File: src/rtl/fft_pkg.sv
// rtl/fft_pkg.sv - shared types, FSM states and elaboration-time helpers for the iterative FFT
package fft_pkg;

    localparam int MAX_POINTS = 64;
    localparam int TW_SLOT    = 32;
    localparam int CPLX_W     = 16;

    typedef struct packed {
        logic signed [CPLX_W-1:0] re;
        logic signed [CPLX_W-1:0] im;
    } cplx_t;

    typedef enum logic [1:0] {
        ST_IDLE,
        ST_COMPUTE,
        ST_DONE
    } fft_state_t;

    function automatic int fft_log2(input int n);
        int r;
        r = 0;
        for (int i = 0; i < 31; i++) begin
            if ((1 << r) < n) r = r + 1;
        end
        return r;
    endfunction

    function automatic int bit_reverse(input int v, input int bits);
        int r;
        r = 0;
        for (int i = 0; i < bits; i++) begin
            r = (r << 1) | ((v >> i) & 1);
        end
        return r;
    endfunction

    // Packed table of N/2 twiddle entries, one TW_SLOT-wide two's-complement slot each.
    // Taylor series keeps the table computable with plain real arithmetic at elaboration.
    function automatic logic [MAX_POINTS/2*TW_SLOT-1:0] gen_twiddle(input int n, input int tw_w,
                                                                   input bit sine);
        logic [MAX_POINTS/2*TW_SLOT-1:0] tab;
        real x;
        real term;
        real sum;
        real scaled;
        int  q;
        int  max_code;
        tab      = '0;
        max_code = (1 << (tw_w - 1)) - 1;
        for (int m = 0; m < n / 2; m++) begin
            x = 2.0 * 3.14159265358979323846 * real'(m) / real'(n);
            if (sine) begin
                term = x;
                sum  = x;
                for (int k = 1; k <= 20; k++) begin
                    term = -term * x * x / real'((2 * k) * (2 * k + 1));
                    sum  = sum + term;
                end
            end else begin
                term = 1.0;
                sum  = 1.0;
                for (int k = 1; k <= 20; k++) begin
                    term = -term * x * x / real'((2 * k - 1) * (2 * k));
                    sum  = sum + term;
                end
            end
            scaled = sum * real'(1 << (tw_w - 2));
            q = (scaled >= 0.0) ? $rtoi(scaled + 0.5) : -$rtoi(0.5 - scaled);
            if (q > max_code) q = max_code;
            if (q < -max_code - 1) q = -max_code - 1;
            tab[m*TW_SLOT +: TW_SLOT] = q;
        end
        return tab;
    endfunction

endpackage

File: src/rtl/fft_butterfly_r2.sv
// rtl/fft_butterfly_r2.sv - combinational radix-2 DIT butterfly with rounding, scaling and saturation
module fft_butterfly_r2 #(
    parameter int SIZE_DATA = 16,
    parameter int SIZE_TW   = 16,
    parameter int SCALE_EN  = 1
) (
    input  logic signed [SIZE_DATA-1:0] a_re,
    input  logic signed [SIZE_DATA-1:0] a_im,
    input  logic signed [SIZE_DATA-1:0] b_re,
    input  logic signed [SIZE_DATA-1:0] b_im,
    input  logic signed [SIZE_TW-1:0]   w_re,
    input  logic signed [SIZE_TW-1:0]   w_im,
    output logic signed [SIZE_DATA-1:0] y_a_re,
    output logic signed [SIZE_DATA-1:0] y_a_im,
    output logic signed [SIZE_DATA-1:0] y_b_re,
    output logic signed [SIZE_DATA-1:0] y_b_im
);

    localparam int PW = SIZE_DATA + SIZE_TW + 1;
    localparam int SW = SIZE_DATA + 2;
    localparam logic signed [PW-1:0] RND  = PW'(1) << (SIZE_TW - 3);
    localparam logic signed [SW-1:0] MAXV = SW'((1 << (SIZE_DATA - 1)) - 1);
    localparam logic signed [SW-1:0] MINV = ~MAXV;

    logic signed [PW-1:0] m_re, m_im, r_re, r_im;
    logic signed [SW-1:0] p_re, p_im;

    function automatic logic signed [SIZE_DATA-1:0] finish(input logic signed [SW-1:0] v);
        logic signed [SW-1:0] t;
        t = (SCALE_EN != 0) ? (v >>> 1) : v;
        if (t > MAXV) t = MAXV;
        if (t < MINV) t = MINV;
        return t[SIZE_DATA-1:0];
    endfunction

    always_comb begin
        m_re = PW'(b_re) * PW'(w_re) - PW'(b_im) * PW'(w_im);
        m_im = PW'(b_re) * PW'(w_im) + PW'(b_im) * PW'(w_re);
        r_re = (m_re + RND) >>> (SIZE_TW - 2);
        r_im = (m_im + RND) >>> (SIZE_TW - 2);
        // |w*b| stays below 2^(SIZE_DATA+1), so the low SW bits hold the product exactly
        p_re = r_re[SW-1:0];
        p_im = r_im[SW-1:0];
        y_a_re = finish(SW'(a_re) + p_re);
        y_a_im = finish(SW'(a_im) + p_im);
        y_b_re = finish(SW'(a_re) - p_re);
        y_b_im = finish(SW'(a_im) - p_im);
    end

endmodule

File: src/rtl/fft_radix2_iter.sv
// rtl/fft_radix2_iter.sv - in-place iterative radix-2 DIT FFT/IFFT engine, one butterfly per cycle
module fft_radix2_iter
    import fft_pkg::*;
#(
    parameter int NUM_POINTS = 8,
    parameter int SIZE_DATA  = 16,
    parameter int SIZE_TW    = 16,
    parameter int SCALE_EN   = 1
) (
    input  logic                            i_clk,
    input  logic                            i_rst,
    input  logic                            i_start,
    input  logic                            i_inverse,
    input  logic [NUM_POINTS*SIZE_DATA-1:0] i_data_re,
    input  logic [NUM_POINTS*SIZE_DATA-1:0] i_data_im,
    output logic [NUM_POINTS*SIZE_DATA-1:0] o_data_re,
    output logic [NUM_POINTS*SIZE_DATA-1:0] o_data_im,
    output logic                            o_ready,
    output logic                            o_busy,
    output logic                            o_done
);

    localparam int S      = fft_log2(NUM_POINTS);
    localparam int AW     = S;
    localparam int HALF_N = NUM_POINTS / 2;
    localparam logic [MAX_POINTS/2*TW_SLOT-1:0] TW_COS = gen_twiddle(NUM_POINTS, SIZE_TW, 1'b0);
    localparam logic [MAX_POINTS/2*TW_SLOT-1:0] TW_SIN = gen_twiddle(NUM_POINTS, SIZE_TW, 1'b1);

    fft_state_t state, state_nxt;
    logic [2:0]    stage;
    logic [AW-1:0] bfly;
    logic          inverse_q;

    logic signed [SIZE_DATA-1:0] mem_re [NUM_POINTS];
    logic signed [SIZE_DATA-1:0] mem_im [NUM_POINTS];

    logic [AW-1:0] half, k_idx, addr_a, addr_b, tw_idx;
    logic signed [SIZE_TW-1:0] w_re, w_im, sin_v;
    logic signed [SIZE_DATA-1:0] y_a_re, y_a_im, y_b_re, y_b_im;
    logic last_bfly;

    always_comb begin
        half   = AW'(1) << stage;
        k_idx  = bfly & (half - AW'(1));
        addr_a = (((bfly >> stage) << stage) << 1) | k_idx;
        addr_b = addr_a | half;
        tw_idx = k_idx << (3'(S - 1) - stage);
        w_re   = TW_COS[tw_idx*TW_SLOT +: SIZE_TW];
        sin_v  = TW_SIN[tw_idx*TW_SLOT +: SIZE_TW];
        // Forward uses cos - j*sin; inverse conjugates the twiddle
        w_im   = inverse_q ? sin_v : -sin_v;
        last_bfly = (stage == 3'(S - 1)) && (bfly == AW'(HALF_N - 1));
    end

    fft_butterfly_r2 #(
        .SIZE_DATA(SIZE_DATA),
        .SIZE_TW  (SIZE_TW),
        .SCALE_EN (SCALE_EN)
    ) u_butterfly (
        .a_re  (mem_re[addr_a]),
        .a_im  (mem_im[addr_a]),
        .b_re  (mem_re[addr_b]),
        .b_im  (mem_im[addr_b]),
        .w_re  (w_re),
        .w_im  (w_im),
        .y_a_re(y_a_re),
        .y_a_im(y_a_im),
        .y_b_re(y_b_re),
        .y_b_im(y_b_im)
    );

    always_ff @(posedge i_clk or posedge i_rst) begin
        if (i_rst) state <= ST_IDLE;
        else       state <= state_nxt;
    end

    always_comb begin
        state_nxt = state;
        o_ready   = 1'b0;
        o_busy    = 1'b0;
        case (state)
            ST_IDLE: begin
                o_ready = 1'b1;
                if (i_start) state_nxt = ST_COMPUTE;
            end
            ST_COMPUTE: begin
                o_busy = 1'b1;
                if (last_bfly) state_nxt = ST_DONE;
            end
            ST_DONE:  state_nxt = ST_IDLE;
            default:  state_nxt = ST_IDLE;
        endcase
    end

    always_ff @(posedge i_clk or posedge i_rst) begin
        if (i_rst) begin
            stage     <= '0;
            bfly      <= '0;
            inverse_q <= 1'b0;
            o_done    <= 1'b0;
            o_data_re <= '0;
            o_data_im <= '0;
            for (int i = 0; i < NUM_POINTS; i++) begin
                mem_re[i] <= '0;
                mem_im[i] <= '0;
            end
        end else begin
            o_done <= 1'b0;
            case (state)
                ST_IDLE: begin
                    if (i_start) begin
                        for (int i = 0; i < NUM_POINTS; i++) begin
                            mem_re[AW'(bit_reverse(i, S))] <= i_data_re[i*SIZE_DATA +: SIZE_DATA];
                            mem_im[AW'(bit_reverse(i, S))] <= i_data_im[i*SIZE_DATA +: SIZE_DATA];
                        end
                        inverse_q <= i_inverse;
                        stage     <= '0;
                        bfly      <= '0;
                    end
                end
                ST_COMPUTE: begin
                    mem_re[addr_a] <= y_a_re;
                    mem_im[addr_a] <= y_a_im;
                    mem_re[addr_b] <= y_b_re;
                    mem_im[addr_b] <= y_b_im;
                    if (bfly == AW'(HALF_N - 1)) begin
                        bfly  <= '0;
                        stage <= stage + 3'd1;
                    end else begin
                        bfly <= bfly + AW'(1);
                    end
                end
                ST_DONE: begin
                    for (int i = 0; i < NUM_POINTS; i++) begin
                        o_data_re[i*SIZE_DATA +: SIZE_DATA] <= mem_re[AW'(i)];
                        o_data_im[i*SIZE_DATA +: SIZE_DATA] <= mem_im[AW'(i)];
                    end
                    o_done <= 1'b1;
                end
                default: ;
            endcase
        end
    end

endmodule
File: config.mk
export PLATFORM = sky130hd
export DESIGN_NAME = fft_radix2_iter
export DESIGN_NICKNAME = d
export VERILOG_FILES = /design/src/rtl/fft_pkg.sv /design/src/rtl/fft_butterfly_r2.sv /design/src/rtl/fft_radix2_iter.sv
export SDC_FILE = /design/constraint.sdc
export NUM_CORES = 2
export LEC_CHECK = 0
export CORE_MARGIN = 4
export CORE_UTILIZATION = 30
export CTS_BUF_LIST = sky130_fd_sc_hd__clkbuf_16
export DETAILED_ROUTE_END_ITERATION = 8
export SYNTH_ARGS = -nofsm -noshare
export SYNTH_HDL_FRONTEND = slang
export SYNTH_SLANG_ARGS = --single-unit
File: constraint.sdc
create_clock -name i_clk -period 16.1 [get_ports i_clk]
set_clock_uncertainty 0.05 [all_clocks]
set_input_delay 2.415 -clock i_clk [delete_from_list [all_inputs] [get_ports i_clk]]
set_output_delay 2.415 -clock i_clk [all_outputs]
set_load 0.005 [all_outputs]
==> flow_metrics.env <==
export IMPL_outcome="complete, no violations"
export IMPL_crit_end="mem_im[115]"
export IMPL_startpoint_type="flop"
export IMPL_chipWidth_microns=454.1
export IMPL_dp_hpwl_mm=191.4
export IMPL_first_global_vias=52897
export IMPL_cts_hold_fix_buffers=0
export IMPL_synth_avg_cell_area_sq_um=9.020
export IMPL_hold_violations=0
export IMPL_via_count=50541
export IMPL_slew_headroom=0.1194
export IMPL_dr_pass1_iters=7
export IMPL_path_class="reg2reg"
export IMPL_final_antenna_net_count=0
export IMPL_synthesis_area_sq_um=59690
export IMPL_grt_busiest_layer="met2"
export IMPL_dieHeight_microns=454.1
export IMPL_grtUsageMet2=0.3442
export IMPL_setup_viol=0
export IMPL_r2r_slack_ns=0.83
export IMPL_drt_iter0_drc=5107
export IMPL_fin_crit_sh=0.9487
export IMPL_finalCriticalPeriod_ns=15.27
export IMPL_syn_inst=6617
export IMPL_ys_top_cells_by_area="fa_1, dfrtp_1, inv_1, ha_1, nand2_1"
export IMPL_rsz0062_at_grt="no"
export IMPL_slowest_delay_ns=0.55
export IMPL_cp_slowest_cell="fa_1"
export IMPL_ys_warn_count=0
export IMPL_rows=163
export IMPL_die_area_sq_um=206200
export IMPL_start_util=0.3020
export IMPL_rr_worst_depth=62
export IMPL_via_per_inst=5.146
export IMPL_maxCapViolations=0
export IMPL_max_freq_mhz=65.47
export IMPL_crit_path_start="stage[0]"
export IMPL_cp_end_kind="flop"
export IMPL_num_nets_final=8846
export IMPL_routabilityCongestion=0.9948
export IMPL_grt_use_met3=0.05092
export IMPL_mostFrequentLayoutCell="inv_1"
export IMPL_clk_latency_ns=0.58
export IMPL_grt_util_met1=0.3091
export IMPL_yosysTopAreaCellShare=0.3522
export IMPL_cp_max_fo=14
export IMPL_multiInputGateArea_sq_um=43450
export IMPL_wl_mm=233.1
export IMPL_arrival_ns=15.68
export IMPL_fillers=20222
export IMPL_cts_buffer_depth=3
export IMPL_port_buffers=262
export IMPL_async_reset_ff_frac=1.000
export IMPL_core_area_sq_um=197600
export IMPL_routedWlPerCell_microns=23.73
export IMPL_seq_area_sq_um=9859
export IMPL_ys_ff_latch=394
export IMPL_rr_endpoint="mem_im[115]"
export IMPL_area_growth_pct=16.31
export IMPL_htree_levels=2
export IMPL_grt_max_degree=114
export IMPL_pin_count=519
export IMPL_cts_tree="yes"
export IMPL_synth_edff_count=0
export IMPL_antenna_found_initial=6
export IMPL_synthDistinctLibCells=99
export IMPL_finalSetupTns_ns=0
export IMPL_r2r_start="stage[0]"
export IMPL_drive_gt1_frac=0.09262
export IMPL_grt_pass1_wl_mm=348.6
export IMPL_required_ns=16.50
export IMPL_hp_start="o_data_im[36]"
export IMPL_tightest_slew_ns=1.321
export IMPL_overflow=0
export IMPL_drc=0
export IMPL_track_usage=0.2258
export IMPL_synthFlopType="dfrtp_1"
export IMPL_yosys_area_top_type="fa_1"
export IMPL_cts_sinks=394
export IMPL_clk_pin_slew_worst_paths_ns=0.07
export IMPL_min_path_type="reg2reg"
export IMPL_ys_seq_area_frac=0.1652
export IMPL_cts_buffers=41
export IMPL_crit_top_cell="buf_4"
export IMPL_slew_viol_final=0
export IMPL_root_buffer="clkbuf_16"
export IMPL_mostFrequentLayoutCells="inv_1, fa_1, nand2_1, buf_4, dfrtp_1"
==> critical path, delay by kind of cell, from the launching register on <==
kind | cells | cell delay, ns
fa+ha+maj | 12 | 5.11
compound gates | 18 | 3.63
buf+inv | 17 | 3.07
simple gates | 13 | 2.53
flops | 1 | 0.49
xor+xnor | 2 | 0.22
==> per-layer routing <==
metal,vias up,wire length [microns]
met2,2620,101700
met3,526,22480
met4,10,12020
li1,21855,-
met5,-,60
met1,25530,96850
==> final cells by class <==
cell class | instances | area share
multi-input combinational | 4610 | 0.6259
sequential | 394 | 0.1420
timing repair buffer | 749 | 0.09278
inverter | 1354 | 0.07344
tap | 2640 | 0.04758
clock buffer | 41 | 0.01478
clock inverter | 32 | 0.003460
antenna | 2 | 0.00007209
==> cell usage after synthesis (19+ instances only) <==
library cell / instances
inv_1: 1345
fa_1: 1050
nand2_1: 935
dfrtp_1: 394
ha_1: 386
nor2_1: 354
o21ai_0: 211
clkbuf_1: 206
a21oi_1: 204
nor3_1: 161
buf_4: 129
xnor2_1: 113
nand3_1: 99
o22ai_1: 91
a221oi_1: 66
or3_1: 60
o221ai_1: 51
a31oi_1: 50
xor2_1: 43
a21o_1: 41
o22a_1: 37
a22oi_1: 34
nand2b_1: 34
buf_1: 33
o21bai_1: 26
maj3_1: 24
and2_1: 23
nor2b_1: 22
a221o_1: 21
and3_1: 21
a32oi_1: 20
nand4_1: 20
o211ai_1: 20
or2_2: 20
o21ai_1: 19
==> logic make-up (layout without fill, tap and decap cells) <==
kind of cell | count (synthesis) | after routing | share of synthesized area
adder cells (fa/ha/maj) | 1460 | 1460 | 0.4371
flip-flops | 394 | 394 | 0.1652
buffers and inverters | 1740 | 2176 | 0.1181
AO/OA/AOI/OAI | 1031 | 1031 | 0.1169
other | 1 | 130 | 0.00006283
XOR/XNOR | 165 | 165 | 0.02593
AND/OR/NAND/NOR | 1796 | 1796 | 0.1300
multiplexers | 30 | 30 | 0.006645
==> flip-flops by register name, summed over array words and instances, names as in the netlist <==
register   flops
mem_im       128
inverse_q      1
o_data_im     64
bfly           3
stage          3
o_done         1
mem_re       128
state          2
o_data_re     64
==> worst min path at each step <==
stage,depth (start not counted),endpoint,slack (ns)
after global routing,2,o_data_im[40],0.45
after CTS,2,o_data_im[36],0.43
after floorplan,2,mem_im[41],0.41
after detailed placement,2,o_data_re[36],0.41
after global placement,2,o_data_im[54],0.41
final,2,o_data_im[36],0.43
==> stage by stage <==
| stage | cell area, sq um | hold WS (ns) | worst slack (ns) | std cells | utilization |
|---|---|---|---|---|---|
| global placement | 68110 | 0.4106 | 0.7874 | 9745 | 0.3446 |
| detailed placement | 68110 | 0.4121 | 0.6108 | 9745 | 0.3446 |
| CTS | 69370 | 0.4312 | 0.5265 | 9818 | 0.3510 |
| finish | 69430 | 0.4304 | 0.8254 | 9822 | 0.3513 |
| floorplan | 60170 | 0.4060 | 1.370 | 6744 | - |
| global route | 69420 | 0.4533 | 0.02847 | 9820 | 0.3513 |
==> repair_timing <==
item	in CTS	in global routing
gates resized for setup	0	8
setup endpoints to repair	0	216
setup buffers	0	2
Power is not shown: default switching activity piles up to over one toggle a cycle in this logic, so the estimate is an artifact.
